### src/rtl/uart_pkg.sv
// Shared types and defaults for the UART transmit-side byte buffer.
package uart_pkg;

    typedef logic [7:0] uart_byte_t;

    typedef enum logic {
        TXF_IDLE,
        TXF_HOLD
    } txf_state_t;

    localparam int unsigned UART_TXF_DEPTH_DEF = 16;

endpackage

### src/rtl/uart_fifo_mem.sv
// Flop-array byte storage: one synchronous write port, combinational read at raddr.
module uart_fifo_mem
    import uart_pkg::*;
#(
    parameter int unsigned DEPTH = UART_TXF_DEPTH_DEF,
    localparam int unsigned AW = $clog2(DEPTH)
) (
    input  logic          clk,
    input  logic          we,
    input  logic [AW-1:0] waddr,
    input  uart_byte_t    wdata,
    input  logic [AW-1:0] raddr,
    output uart_byte_t    rdata
);

    // Contents are deliberately left unreset; count gates every read.
    uart_byte_t mem [DEPTH];

    always_ff @(posedge clk) begin
        if (we) begin
            mem[waddr] <= wdata;
        end
    end

    assign rdata = mem[raddr];

endmodule

### src/rtl/uart_tx_fifo.sv
// Byte FIFO feeding the UART transmitter through a tx_load/tx_ready handshake,
// with sticky overflow, synchronous flush and a two-state drain FSM.
module uart_tx_fifo
    import uart_pkg::*;
#(
    parameter int unsigned DEPTH = UART_TXF_DEPTH_DEF,
    localparam int unsigned CNT_W = $clog2(DEPTH) + 1
) (
    input  logic             clk,
    input  logic             nrst,
    input  logic             wr_en,
    input  uart_byte_t       wr_data,
    output logic             full,
    output logic             empty,
    output logic [CNT_W-1:0] count,
    output logic             overflow,
    input  logic             clr_ovf,
    input  logic             flush,
    output logic             tx_load,
    output uart_byte_t       tx_data,
    input  logic             tx_ready
);

    localparam int unsigned PTR_W = $clog2(DEPTH);

    logic [PTR_W-1:0] wr_ptr_q, wr_ptr_d;
    logic [PTR_W-1:0] rd_ptr_q, rd_ptr_d;
    logic [CNT_W-1:0] count_q, count_d;
    logic             overflow_q, overflow_d;
    logic             tx_load_q, tx_load_d;
    uart_byte_t       tx_data_q, tx_data_d;
    txf_state_t       state_q, state_d;
    uart_byte_t       rd_data;
    logic             push, pop, ovf_set;

    assign full  = (count_q == CNT_W'(DEPTH));
    assign empty = (count_q == '0);

    // A full FIFO refuses the byte even when a pop happens in the same cycle.
    assign push    = wr_en && !full && !flush;
    assign ovf_set = wr_en && full && !flush;
    assign pop     = (state_q == TXF_IDLE) && !empty && tx_ready && !flush;

    uart_fifo_mem #(
        .DEPTH(DEPTH)
    ) u_mem (
        .clk  (clk),
        .we   (push),
        .waddr(wr_ptr_q),
        .wdata(wr_data),
        .raddr(rd_ptr_q),
        .rdata(rd_data)
    );

    always_comb begin
        state_d   = state_q;
        tx_load_d = 1'b0;
        tx_data_d = tx_data_q;
        case (state_q)
            TXF_IDLE: begin
                if (pop) begin
                    tx_load_d = 1'b1;
                    tx_data_d = rd_data;
                    state_d   = TXF_HOLD;
                end
            end
            TXF_HOLD: state_d = TXF_IDLE;
            default:  state_d = TXF_IDLE;
        endcase
        if (flush) begin
            state_d = TXF_IDLE;
        end
    end

    always_comb begin
        wr_ptr_d   = push ? wr_ptr_q + 1'b1 : wr_ptr_q;
        rd_ptr_d   = pop ? rd_ptr_q + 1'b1 : rd_ptr_q;
        count_d    = count_q + CNT_W'(push) - CNT_W'(pop);
        overflow_d = ovf_set ? 1'b1 : (clr_ovf ? 1'b0 : overflow_q);
        if (flush) begin
            rd_ptr_d = wr_ptr_q;
            count_d  = '0;
        end
    end

    always_ff @(posedge clk or negedge nrst) begin
        if (!nrst) begin
            wr_ptr_q   <= '0;
            rd_ptr_q   <= '0;
            count_q    <= '0;
            overflow_q <= 1'b0;
            tx_load_q  <= 1'b0;
            tx_data_q  <= 8'h00;
            state_q    <= TXF_IDLE;
        end else begin
            wr_ptr_q   <= wr_ptr_d;
            rd_ptr_q   <= rd_ptr_d;
            count_q    <= count_d;
            overflow_q <= overflow_d;
            tx_load_q  <= tx_load_d;
            tx_data_q  <= tx_data_d;
            state_q    <= state_d;
        end
    end

    assign count    = count_q;
    assign overflow = overflow_q;
    assign tx_load  = tx_load_q;
    assign tx_data  = tx_data_q;

endmodule

### config.mk
export PLATFORM = sky130hd
export DESIGN_NAME = uart_tx_fifo
export DESIGN_NICKNAME = d
export VERILOG_FILES = /design/src/rtl/uart_pkg.sv /design/src/rtl/uart_fifo_mem.sv /design/src/rtl/uart_tx_fifo.sv
export SDC_FILE = /design/constraint.sdc
export NUM_CORES = 1
export LEC_CHECK = 0
export CAP_MARGIN = 20
export CORE_MARGIN = 3
export CORE_UTILIZATION = 61
export DETAILED_ROUTE_END_ITERATION = 10
export PLACE_DENSITY = 0.81
export SETUP_SLACK_MARGIN = 0.02
export SYNTH_ARGS = -nofsm -noshare
export SYNTH_HDL_FRONTEND = slang
export SYNTH_SLANG_ARGS = --single-unit
### constraint.sdc
create_clock -name clk -period 7.09 [get_ports clk]
set_input_delay 1.0635 -clock clk [delete_from_list [all_inputs] [get_ports clk]]
set_output_delay 1.0635 -clock clk [all_outputs]
set_load 0.02 [all_outputs]
==> results of run 1 <==
through the flow:
stage          setup WS (ns)  hold slack (ns)  instance area, um2
2_1_floorplan           4.07            0.522                6160
3_3_place_gp            3.14            0.465                6520
3_5_place_dp            3.06            0.466                6520
4_1_cts                 3.58            0.479                7130
5_1_grt                 3.39            0.503                7180
6_report                3.55            0.477                7180
Yosys cell counts, types with 2 or more instances:
cell / instances / area share
edfxtp_1: 128 / 0.62
mux4_2: 30 / 0.11
dfrtp_1: 24 / 0.097
inv_1: 16 / 0.0097
nor2_1: 14 / 0.0085
ha_1: 11 / 0.022
a21o_1: 9 / 0.011
mux2i_1: 9 / 0.015
nand2_1: 9 / 0.0055
a211oi_1: 8 / 0.0097
o22ai_1: 8 / 0.0081
buf_2: 6 / 0.0049
xnor2_1: 6 / 0.0085
nor3_1: 5 / 0.0041
o21ai_0: 4 / 0.0032
buf_1: 3 / 0.0018
nand2b_1: 3 / 0.0030
nor2b_1: 3 / 0.0030
nor3b_1: 3 / 0.0037
a21oi_1: 2 / 0.0016
buf_12: 2 / 0.0065
buf_6: 2 / 0.0037
clkbuf_1: 2 / 0.0012
mux4_1: 2 / 0.0085
nand3_1: 2 / 0.0016
xor2_1: 2 / 0.0028
cell type report:
type,count,area [um2]
multi-input combinational,142,1540
clock inverter,8,77.6
inverter,16,60.1
timing repair buffer,36,350
fill,587,2640
clock buffer,24,534
tap,133,166
sequential,152,4450
worst max-delay path: stages:
cell,delay [ns]
clkdlybuf4s50_1,0.67
nor3b_2,0.68
inv_1,0.10
ha_1,0.31
inv_1,0.05
ha_1,0.15
inv_1,0.05
fa_1,0.37
nor2b_1,0.16
o21bai_1,0.10
a21oi_1,0.15
nor3b_1,0.06
sequential cells by signal (all words and copies together), names as in the netlist:
name	count
tx_load	1
overflow	1
state_q	1
rd_ptr_q	4
tx_data	8
u_mem.mem	128
wr_ptr_q	4
count	5
worst paths after layout:
path | end | cells past startpoint
setup / recovery | count[4] | 12
hold reg to reg | tx_data[6] | 1
max in group asynchronous | rd_ptr_q[3] | 2
min in group asynchronous | rd_ptr_q[0] | 1
hold / removal | tx_data[6] | 1
setup reg to reg | count[4] | 14
routing by layer:
metal  vias up  share of wire  wire [um]
met3        11          0.059        700
met5         -              0          0
li1       1364              -          -
met1      1627           0.42       4960
met4         0          0.017        201
met2       117           0.51       6000
cells by family (layout without fill, tap and decap cells):
| logic type | Yosys count | count (layout) |
|---|---|---|
| and+or+nand+nor | 47 | 47 |
| adders and majority gates | 12 | 12 |
| DFF | 152 | 152 |
| AOI/OAI and AO/OA | 33 | 33 |
| muxes | 42 | 42 |
| buffers and inverters | 32 | 84 |
| xor gates and xnor gates | 8 | 8 |
power by group:
part | internal, uW | total (uW) | switching [uW] | leakage, uW
Clock | 558 | 896 | 338 | 0.000307
Sequential | 1070 | 1220 | 157 | 0.00145
Combinational | 397 | 771 | 374 | 0.000766
Total | 2020 | 2890 | 868 | 0.00252
==> metrics.md, run 1 <==
| Metric | Value |
|---|---|
| Status | complete, no violations |
| Yosys Warn Count | 0 |
| Dominant combinational cell family by area after synthesis | multiplexers |
| Effective utilization at floorplan | 0.628 |
| Drt drc | 0 |
| Startpoint of the worst hold path | tx_data[6] |
| Final core utilization | 0.731 |
| Number of routed nets with antenna violations | 0 |
| Number of resized instances in the post-cts repair step | 0 |
| Minimum clock period | 3.54 ns |
| Inst Count DP | 474 |
| Initial antenna violation count | 0 |
| IR Drop Worst-Case VDD | 0.227 mV |
| Clock slew at reported path FFs | 0.06 ns |
| Layout cell share with drive strength beyond 1 | 0.198 |
| Syn Inst Count | 326 |
| Final TNS setup | 0 ns |
| Total number of nets in the final design | 391 |
| Type of origin of the critical path | input pin |
| Global routing usage summed across all routing layers | 0.231 |
| Via count of the first global-routing pass | 3242 |
| Net count after synthesis | 352 |
| CTS tree | done |
| Hold_buf cts | 0 |
| Most common cell after layout, fill and taps aside | edfxtp_1 |
| # clock sinks | 152 |
| Reg2Reg Setup Slack | 3.98 ns |
| Global-route congestion overflow total | 0 |
| Unrepaired setup endpoints after global routing | false |
| Async SR Flop Fraction | 0.158 |
| Floorplan die area | 11300 um2 |
| Final standard cell count with taps included and fillers excluded | 511 |
| Detailed Place HPWL | 7.38 mm |
| Largest net degree at the start of global routing | 34 |
| Power density relative to cell area | 403 nW/um2 |
| Vertical extent of the die | 107 um |
| Static leakage | 0.00252 uW |
| Synthesis-stage register bit count | 152 |
| Number of DRC violations after detailed-routing iteration 0 | 356 |
| Worst Clk Skew | 0.0122 ns |
| Synthesized area per cell | 18.9 um2 |
| Maximum fanout encountered on the critical timing path | 14 |
| Area fraction in and, or, nand and nor cells after synthesis | 0.0418 |
| Buffer depth of the longest clock path | 2 |
| First-pass GRT wire length | 18.5 mm |
| Wirelength per Cell | 23.2 um |
| Number of enable flip-flop cells after synthesis | 128 |
| Worst EP arrival | 3.92 ns |
| GR Layer Usage met2 | 0.362 |
| Synth Area in Compound Gates | 0.0365 |
| Number of distinct library cells after synthesis | 39 |
| Start-to-end type of the worst setup path | input pin to flop |
| Period utilisation layout | 0.499 |
| Post-CTS Setup Inserts | 0 |
| Critical R2R Launch | count[3] |
| TritonCTS buffer count | 17 |
| Portion of the post-synthesis area used by sequential elements | 0.721 |
| Tightest Pin Transition | 0.885 ns |
| Met1 Resource Use GR | 0.312 |
| Busiest metal layer after global routing | met2 |
| Average via count per standard cell | 6.10 |
| Last weighted congestion value of the routability-driven placer | 0.755 |
| Synthesized-area fraction occupied by xor and xnor cells | 0.0114 |
| Global Route met3 Usage | 0.0656 |
| Worst setup path startpoint | flush |
| Number of buffers added on ports | 30 |
| Count of pins over their slew limit | 0 |
| Sort of element at the end of the critical path | flop |
| Hold Vio Cnt, Final | 0 |
| Via count | 3119 |
| Post-synthesis share of cell area spent on full adders, half adders and majority gates | 0.0256 |
| Deepest level of the CTS H-tree | 4 |
| Worst hold-check path type | flop to flop |
| Leading cell types in the layout, fill and taps excluded | 128 x edfxtp_1, 30 x mux4_2, 30 x clkdlybuf4s50_1 |
| Netlist Area Pre-Place | 6160 um2 |
| CORE AREA | 9820 um2 |
| Max-cap violations | 0 |
| Width of the chip | 107 um |
| Mux cell area share after synthesis | 0.135 |
| Num rows | 36 |
| Worst slew margin relative to its limit | 0.408 |
| Clock latency on the worst-skew pair | 0.53 ns |
| I/O pins | 31 |
| Req. time, crit path | 7.48 ns |
| Total wirelength of the detailed-routed design | 11.9 mm |
| Number of failing setup endpoints in the final timing report | 0 |
| Number of iterations in the first detailed-routing pass | 5 |
| Relative area change from synthesis to final layout | 16.4% |
| Achievable Freq | 283 MHz |
| Total power draw | 2890 uW |
| Most used flip-flop cell after synthesis | edfxtp_1 |
| Antenna fix cells | 0 |
| Clock root buffer | clkbuf_8 |
Note: power is estimated with default switching activity, not from simulation.
==> inputs of run 2 (changes only) <==
--- a/config.mk
+++ b/config.mk
@@ -7,9 +7,9 @@
 export LEC_CHECK = 0
 export CAP_MARGIN = 20
 export CORE_MARGIN = 3
-export CORE_UTILIZATION = 61
+export CORE_UTILIZATION = 54
 export DETAILED_ROUTE_END_ITERATION = 10
-export PLACE_DENSITY = 0.81
+export PLACE_DENSITY = 0.76
 export SETUP_SLACK_MARGIN = 0.02
 export SYNTH_ARGS = -nofsm -noshare
 export SYNTH_HDL_FRONTEND = slang
==> constraint.sdc (replaced) <==
create_clock -name clk -period 3.1 [get_ports clk]
set_input_delay 0.465 -clock clk [delete_from_list [all_inputs] [get_ports clk]]
set_output_delay 0.465 -clock clk [all_outputs]
set_load 0.02 [all_outputs]
==> run 2 against run 1 <==
Net effect:
- register-to-register slack got worse by 3.7 ns
- total power increased by 130%
- utilization decreased by 6.5 points
- critical path type is now flop to flop
- largest cell class unchanged
- highest routed layer unchanged
==> metrics.md, run 2 (synthesis results as in run 1) <==
| Metric | Value |
|---|---|
| Via count | 3123 (+0.13%) |
| Unrepaired setup endpoints after global routing | false |
| Relative area change from synthesis to final layout | 18.6% |
| I/O pins | 31 (unchanged) |
| Largest net degree at the start of global routing | 34 (unchanged) |
| Clock latency on the worst-skew pair | 0.42 ns (-0.11 ns) |
| Average via count per standard cell | 5.82 (-4.7%) |
| Clock slew at reported path FFs | 0.06 ns (about the same) |
| Req. time, crit path | 3.43 ns (-4.05 ns) |
| Effective utilization at floorplan | 0.561 (-0.0665) |
| Global Route met3 Usage | 0.0615 (-0.00408) |
| Total wirelength of the detailed-routed design | 11.6 mm (-2.6%) |
| Max reg flops | 128 (unchanged) |
| Filler Cells Inserted | 723 (+23%) |
| End point of the critical path | count[4] |
| CTS tree | done |
| Initial antenna violation count | 0 (unchanged) |
| # clock sinks | 152 (unchanged) |
| Buffer depth of the longest clock path | 2 (unchanged) |
| Final core utilization | 0.666 (-0.0651) |
| TritonCTS buffer count | 17 (unchanged) |
| Wirelength per Cell | 21.5 um (-7.3%) |
| Power density relative to cell area | 906 nW/um2 (+120%) |
| Reg2Reg Setup Slack | 0.31 ns (-3.67 ns) |
| Static leakage | 0.00260 uW (+2.9%) |
| Num rows | 38 (+5.6%) |
| Register with the most flip-flops | u_mem.mem |
| Worst hold margin | 0.405 ns (-0.0722 ns) |
| Number of iterations in the first detailed-routing pass | 5 (unchanged) |
| Final non-filler cell area | 7310 um2 (+1.9%) |
| Met1 Resource Use GR | 0.256 (-0.0560) |
| Placement-stage cell area | 6710 um2 (+2.9%) |
| Via count of the first global-routing pass | 3290 (+1.5%) |
| Deepest level of the CTS H-tree | 4 (unchanged) |
| Total power draw | 6620 uW (+130%) |
| Start-to-end type of the worst setup path | flop to flop |
| Logic depth of the worst register-to-register path | 14 (unchanged) |
| Layout cell share with drive strength beyond 1 | 0.232 (+0.0333) |
| Post-CTS Setup Inserts | 0 (unchanged) |
| Number of routed nets with antenna violations | 0 (unchanged) |
| Antenna fix cells | 0 (unchanged) |
| Detailed Place HPWL | 7.36 mm (-0.27%) |
| Global-route congestion overflow total | 0 (unchanged) |
| Worst slew margin relative to its limit | 0.580 (+0.172) |
| Number of resized instances in the post-cts repair step | 0 (unchanged) |
| Worst hold-check path type | input pin to async pin |
| Floorplan die area | 12700 um2 (+12%) |
| Number of DRC violations after detailed-routing iteration 0 | 303 (-15%) |
| Sort of element at the end of the critical path | flop |
| First-pass GRT wire length | 18.3 mm (-1.3%) |
| R2r endpoint | count[4] |
| Max-cap violations | 0 (unchanged) |
| Number of failing setup endpoints in the final timing report | 0 (unchanged) |
| Busiest metal layer after global routing | met2 |
| Number of buffers added on ports | 30 (unchanged) |
| Hold_buf cts | 0 (unchanged) |
| Width of the chip | 113 um (+5.9%) |
| Leading cell types in the layout, fill and taps excluded | 128 x edfxtp_1, 30 x mux4_2, 30 x clkdlybuf4s50_1 |
| IR Drop Worst-Case VDD | 0.831 mV (+270%) |
| Worst Clk Skew | 0.00644 ns (-0.00574 ns) |
| Tightest Pin Transition | 0.630 ns (-0.255 ns) |
| Period utilisation layout | 0.901 |
| GR Layer Usage met2 | 0.306 (-0.0555) |
| Total number of nets in the final design | 410 (+4.9%) |
| Worst setup path startpoint | count[3] |
| Type of origin of the critical path | flop |
| Vertical extent of the die | 113 um (+5.9%) |
| Drt drc | 0 (unchanged) |
| Most common cell after layout, fill and taps aside | edfxtp_1 |
| CORE AREA | 11000 um2 (+12%) |
| Count of pins over their slew limit | 0 (unchanged) |
| Worst EP arrival | 3.12 ns (-0.80 ns) |
| Achievable Freq | 358 MHz |
| Status | complete, no violations |
| Hold Vio Cnt, Final | 0 (unchanged) |
| Clock root buffer | clkbuf_16 |
| Final TNS setup | 0 ns (unchanged) |
| Global routing usage summed across all routing layers | 0.197 (-0.0340) |
| Minimum clock period | 2.79 ns |
| Last weighted congestion value of the routability-driven placer | 0.801 (+6.1%) |
| Maximum fanout encountered on the critical timing path | 3 (-11) |
| Critical R2R Launch | count[3] |
## run 2: layout make-up
| type | count | area [um2] | share of cell area |
|---|---|---|---|
| clock buffer | 17 | 425 | 0.0582 |
| clock inverter | 15 | 176 | 0.0241 |
| inverter | 16 | 60.1 | 0.00821 |
| multi-input combinational | 142 | 1540 | 0.211 |
| sequential | 152 | 4450 | 0.608 |
| tap | 140 | 175 | 0.0240 |
| timing repair buffer | 55 | 488 | 0.0667 |
## run 2: power breakdown
group | total, uW | internal [uW] | leakage (uW) | switching, uW
clock network | 2060 | 1270 | 0.000281 | 797
logic | 1870 | 946 | 0.000864 | 927
registers | 2690 | 2440 | 0.00145 | 249
total | 6620 | 4650 | 0.00260 | 1970
## run 2: worst max-delay path, stage by stage, from the launching register on
cell and delay (ns):
dfrtp_1 0.40, inv_1 0.09, ha_1 0.17, or4b_4 0.49
nand2_2 0.08, inv_1 0.04, ha_1 0.26, inv_1 0.06
ha_1 0.15, inv_1 0.05, fa_1 0.36, nor2b_1 0.19
o21bai_1 0.11, nand3_1 0.08, nor3b_1 0.18
## run 2: through the flow
| stage | worst slack (ns) | instances |
|---|---|---|
| 6_report | 0.307 | 537 |
| 5_1_grt | 0.0787 | 537 |
| 4_1_cts | 0.294 | 537 |
| 3_5_place_dp | 0.229 | 505 |
| 3_3_place_gp | 0.380 | 505 |
| 2_1_floorplan | 0.141 | 326 |
## run 2: worst min-delay path by stage
stage                     from    endpoint  slack (ns)  cells after the start
finish                    nrst    count[3]        0.40                      2
global placement    tx_data[6]  tx_data[6]        0.46                      1
floorplan                 nrst    count[0]        0.17                      0
CTS                       nrst    count[3]        0.40                      2
global route              nrst    count[4]        0.41                      2
detailed placement  tx_data[0]  tx_data[0]        0.47                      1
## run 2: metal layers
metal	part of all wire	vias up
li1	-	1400
met1	0.42	1603
met2	0.50	98
met3	0.055	22
met4	0.026	0
met5	0	-
==> inputs of run 3 (changes only) <==
--- a/config.mk
+++ b/config.mk
@@ -8,8 +8,10 @@
 export CAP_MARGIN = 20
 export CORE_MARGIN = 3
 export CORE_UTILIZATION = 54
+export CTS_CLUSTER_SIZE = 20
 export DETAILED_ROUTE_END_ITERATION = 10
 export PLACE_DENSITY = 0.76
+export REMOVE_ABC_BUFFERS = 1
 export SETUP_SLACK_MARGIN = 0.02
 export SYNTH_ARGS = -nofsm -noshare
 export SYNTH_HDL_FRONTEND = slang
==> run 3 against run 2 <==
Net effect:
- non-clock buffer count decreased by 2
- combinational power is essentially flat
- total power rose by 1.1%
- wire length rose by 2.4%
- maximum frequency decreased by 1.0%
- cell count fell by 0.37%
- cell area rose by 0.50%
- highest routed layer unchanged
==> metrics.md, run 3 (synthesis results as in run 1) <==
| Metric | Value |
|---|---|
| Status | complete, no violations |
| Average via count per standard cell | 5.78 (-0.65%) |
| TritonCTS buffer count | 17 (unchanged) |
| Largest net degree at the start of global routing | 30 (-12%) |
| Crit path cell chain | inv_1 -> ha_1 -> or4b_4 -> nand2_2 -> inv_1 -> ha_1 -> inv_1 -> ha_1 -> inv_1 -> fa_1 -> nor2b_1 -> o21bai_1 -> nand3_1 -> nor3b_1 |
| Dominant delay contributor by cell family on the critical path | simple AND/OR/NAND/NOR gates |
| Number of iterations in the first detailed-routing pass | 4 (-1) |
| Hold Vio Cnt, Final | 0 (unchanged) |
| Number of failing setup endpoints in the final timing report | 0 (unchanged) |
| Global routing usage summed across all routing layers | 0.203 (+0.00618) |
| Effective utilization at floorplan | 0.561 (unchanged) |
| Worst Clk Skew | 0.00538 ns (-0.00106 ns) |
| Deepest level of the CTS H-tree | 4 (unchanged) |
| R2r endpoint | count[4] |
| Critical R2R Launch | count[3] |
| Num rows | 38 (unchanged) |
| Worst slack after detailed placement | 0.0657 ns (-0.164 ns) |
| Clock latency on the worst-skew pair | 0.42 ns (about the same) |
| Vertical extent of the die | 113 um (unchanged) |
| Most common cell after layout, fill and taps aside | edfxtp_1 |
| Via count | 3091 (-1.0%) |
| Static leakage | 0.00262 uW (+0.76%) |
| Wirelength per Cell | 22.1 um (+2.8%) |
| Initial antenna violation count | 0 (unchanged) |
| Number of resized instances in the post-cts repair step | 0 (unchanged) |
| Detailed Place HPWL | 7.66 mm (+4.1%) |
| I/O pins | 31 (unchanged) |
| Count of pins over their slew limit | 0 (unchanged) |
| Width of the chip | 113 um (unchanged) |
| Sum of buffers and inverters on the critical path | 4 (unchanged) |
| CTS tree | done |
| Worst EP arrival | 3.15 ns (+0.03 ns) |
| Post-CTS Setup Inserts | 0 (unchanged) |
| Type of origin of the critical path | flop |
| Relative area change from synthesis to final layout | 19.2% |
| Clock slew at reported path FFs | 0.06 ns (about the same) |
| Minimum clock period | 2.82 ns (+0.0291 ns) |
| Drt drc | 0 (unchanged) |
| Reg2Reg Setup Slack | 0.28 ns (-0.03 ns) |
| Hold_buf cts | 0 (unchanged) |
| IR Drop Worst-Case VDD | 0.539 mV (-35%) |
| Start-to-end type of the worst setup path | flop to flop |
| Tightest Pin Transition | 0.662 ns (+0.0316 ns) |
| Total wirelength of the detailed-routed design | 11.8 mm (+2.4%) |
| Unrepaired setup endpoints after global routing | false |
| Power density relative to cell area | 911 nW/um2 (+0.56%) |
| CORE AREA | 11000 um2 (unchanged) |
| Global-route congestion overflow total | 0 (unchanged) |
| Period utilisation layout | 0.910 (+0.00938) |
| Floorplan die area | 12700 um2 (unchanged) |
| Worst hold-check path type | input pin to async pin |
| Number of DRC violations after detailed-routing iteration 0 | 248 (-18%) |
| Layout cell share with drive strength beyond 1 | 0.220 (-0.0115) |
| End point of the critical path | count[4] |
| Final TNS setup | 0 ns (unchanged) |
| Last weighted congestion value of the routability-driven placer | 0.756 (-5.7%) |
| Number of routed nets with antenna violations | 0 (unchanged) |
| Worst setup path startpoint | count[3] |
| Sort of element at the end of the critical path | flop |
| Total number of nets in the final design | 408 (-0.49%) |
| Final core utilization | 0.669 (+0.00330) |
| Req. time, crit path | 3.43 ns (about the same) |
| Max reg flops | 128 (unchanged) |
| Max-cap violations | 0 (unchanged) |
| Clock root buffer | clkbuf_16 |
| Worst hold margin | 0.308 ns (-0.0970 ns) |
| Register with the most flip-flops | u_mem.mem |
| Top cell by count, worst path | inv_1 |
| Number of buffers added on ports | 30 (unchanged) |
| Worst path setup slack after routing | 0.278 ns (-0.0291 ns) |
| First-pass GRT wire length | 18.6 mm (+1.9%) |
| CP max stage delay | 0.50 ns (about the same) |
| Cell with the biggest individual delay on the critical path | or4b_4 |
| Achievable Freq | 354 MHz (-1.0%) |
| Worst slew margin relative to its limit | 0.559 (-0.0210) |
| Via count of the first global-routing pass | 3277 (-0.40%) |
| Maximum fanout encountered on the critical timing path | 3 (unchanged) |
| # clock sinks | 152 (unchanged) |
| Antenna fix cells | 0 (unchanged) |
| Total power draw | 6690 uW (+1.1%) |
| Leading cell types in the layout, fill and taps excluded | 128 x edfxtp_1, 30 x mux4_2, 30 x clkdlybuf4s50_1 |
| Logic depth of the worst register-to-register path | 14 (unchanged) |
| Buffer depth of the longest clock path | 2 (unchanged) |
| Crit path depth | 14 (unchanged) |
## run 3: worst min-delay path by stage
stage	from	to	slack, ns	depth (start not counted)
after floorplan	nrst	count[0]	0.17	0
after global placement	tx_data[5]	tx_data[5]	0.46	1
after detailed placement	tx_data[1]	tx_data[1]	0.47	1
after CTS	tx_data[1]	tx_data[1]	0.49	1
after global routing	nrst	count[4]	0.30	1
final	nrst	count[4]	0.31	1
## run 3: final cells by class
class	instances	area, um2
clock inverters	14	179
clock buffers	18	429
fillers	708	3640
inverters	16	60.1
repair buffers	53	518
well taps	140	175
multi-input cells	142	1540
flip-flops and latches	152	4450
## run 3: through the flow
step / instance area (um2) / cells
2_1_floorplan: 6040 / 310
3_3_place_gp: 6710 / 502
3_5_place_dp: 6710 / 502
4_1_cts: 7320 / 534
5_1_grt: 7350 / 535
6_report: 7350 / 535
## run 3: worst reg2reg max path, cell delays in order (launching register included)
cell,delay [ns]
dfrtp_1,0.39
inv_1,0.08
ha_1,0.17
or4b_4,0.50
nand2_2,0.08
inv_1,0.04
ha_1,0.26
inv_1,0.06
ha_1,0.16
inv_1,0.06
fa_1,0.37
nor2b_1,0.17
o21bai_1,0.11
nand3_1,0.08
nor3b_1,0.19
## run 3: routing by layer
layer | global-route usage | part of all wire
met1 | 0.261 | 0.40
met3 | 0.0588 | 0.059
met2 | 0.320 | 0.51
met5 | 0 | 0
met4 | 0.100 | 0.031
## run 3: power breakdown
group	leakage [uW]	switching, uW	internal [uW]
Sequential	0.00145	257	2440
Combinational	0.000870	920	973
Clock	0.000295	765	1340
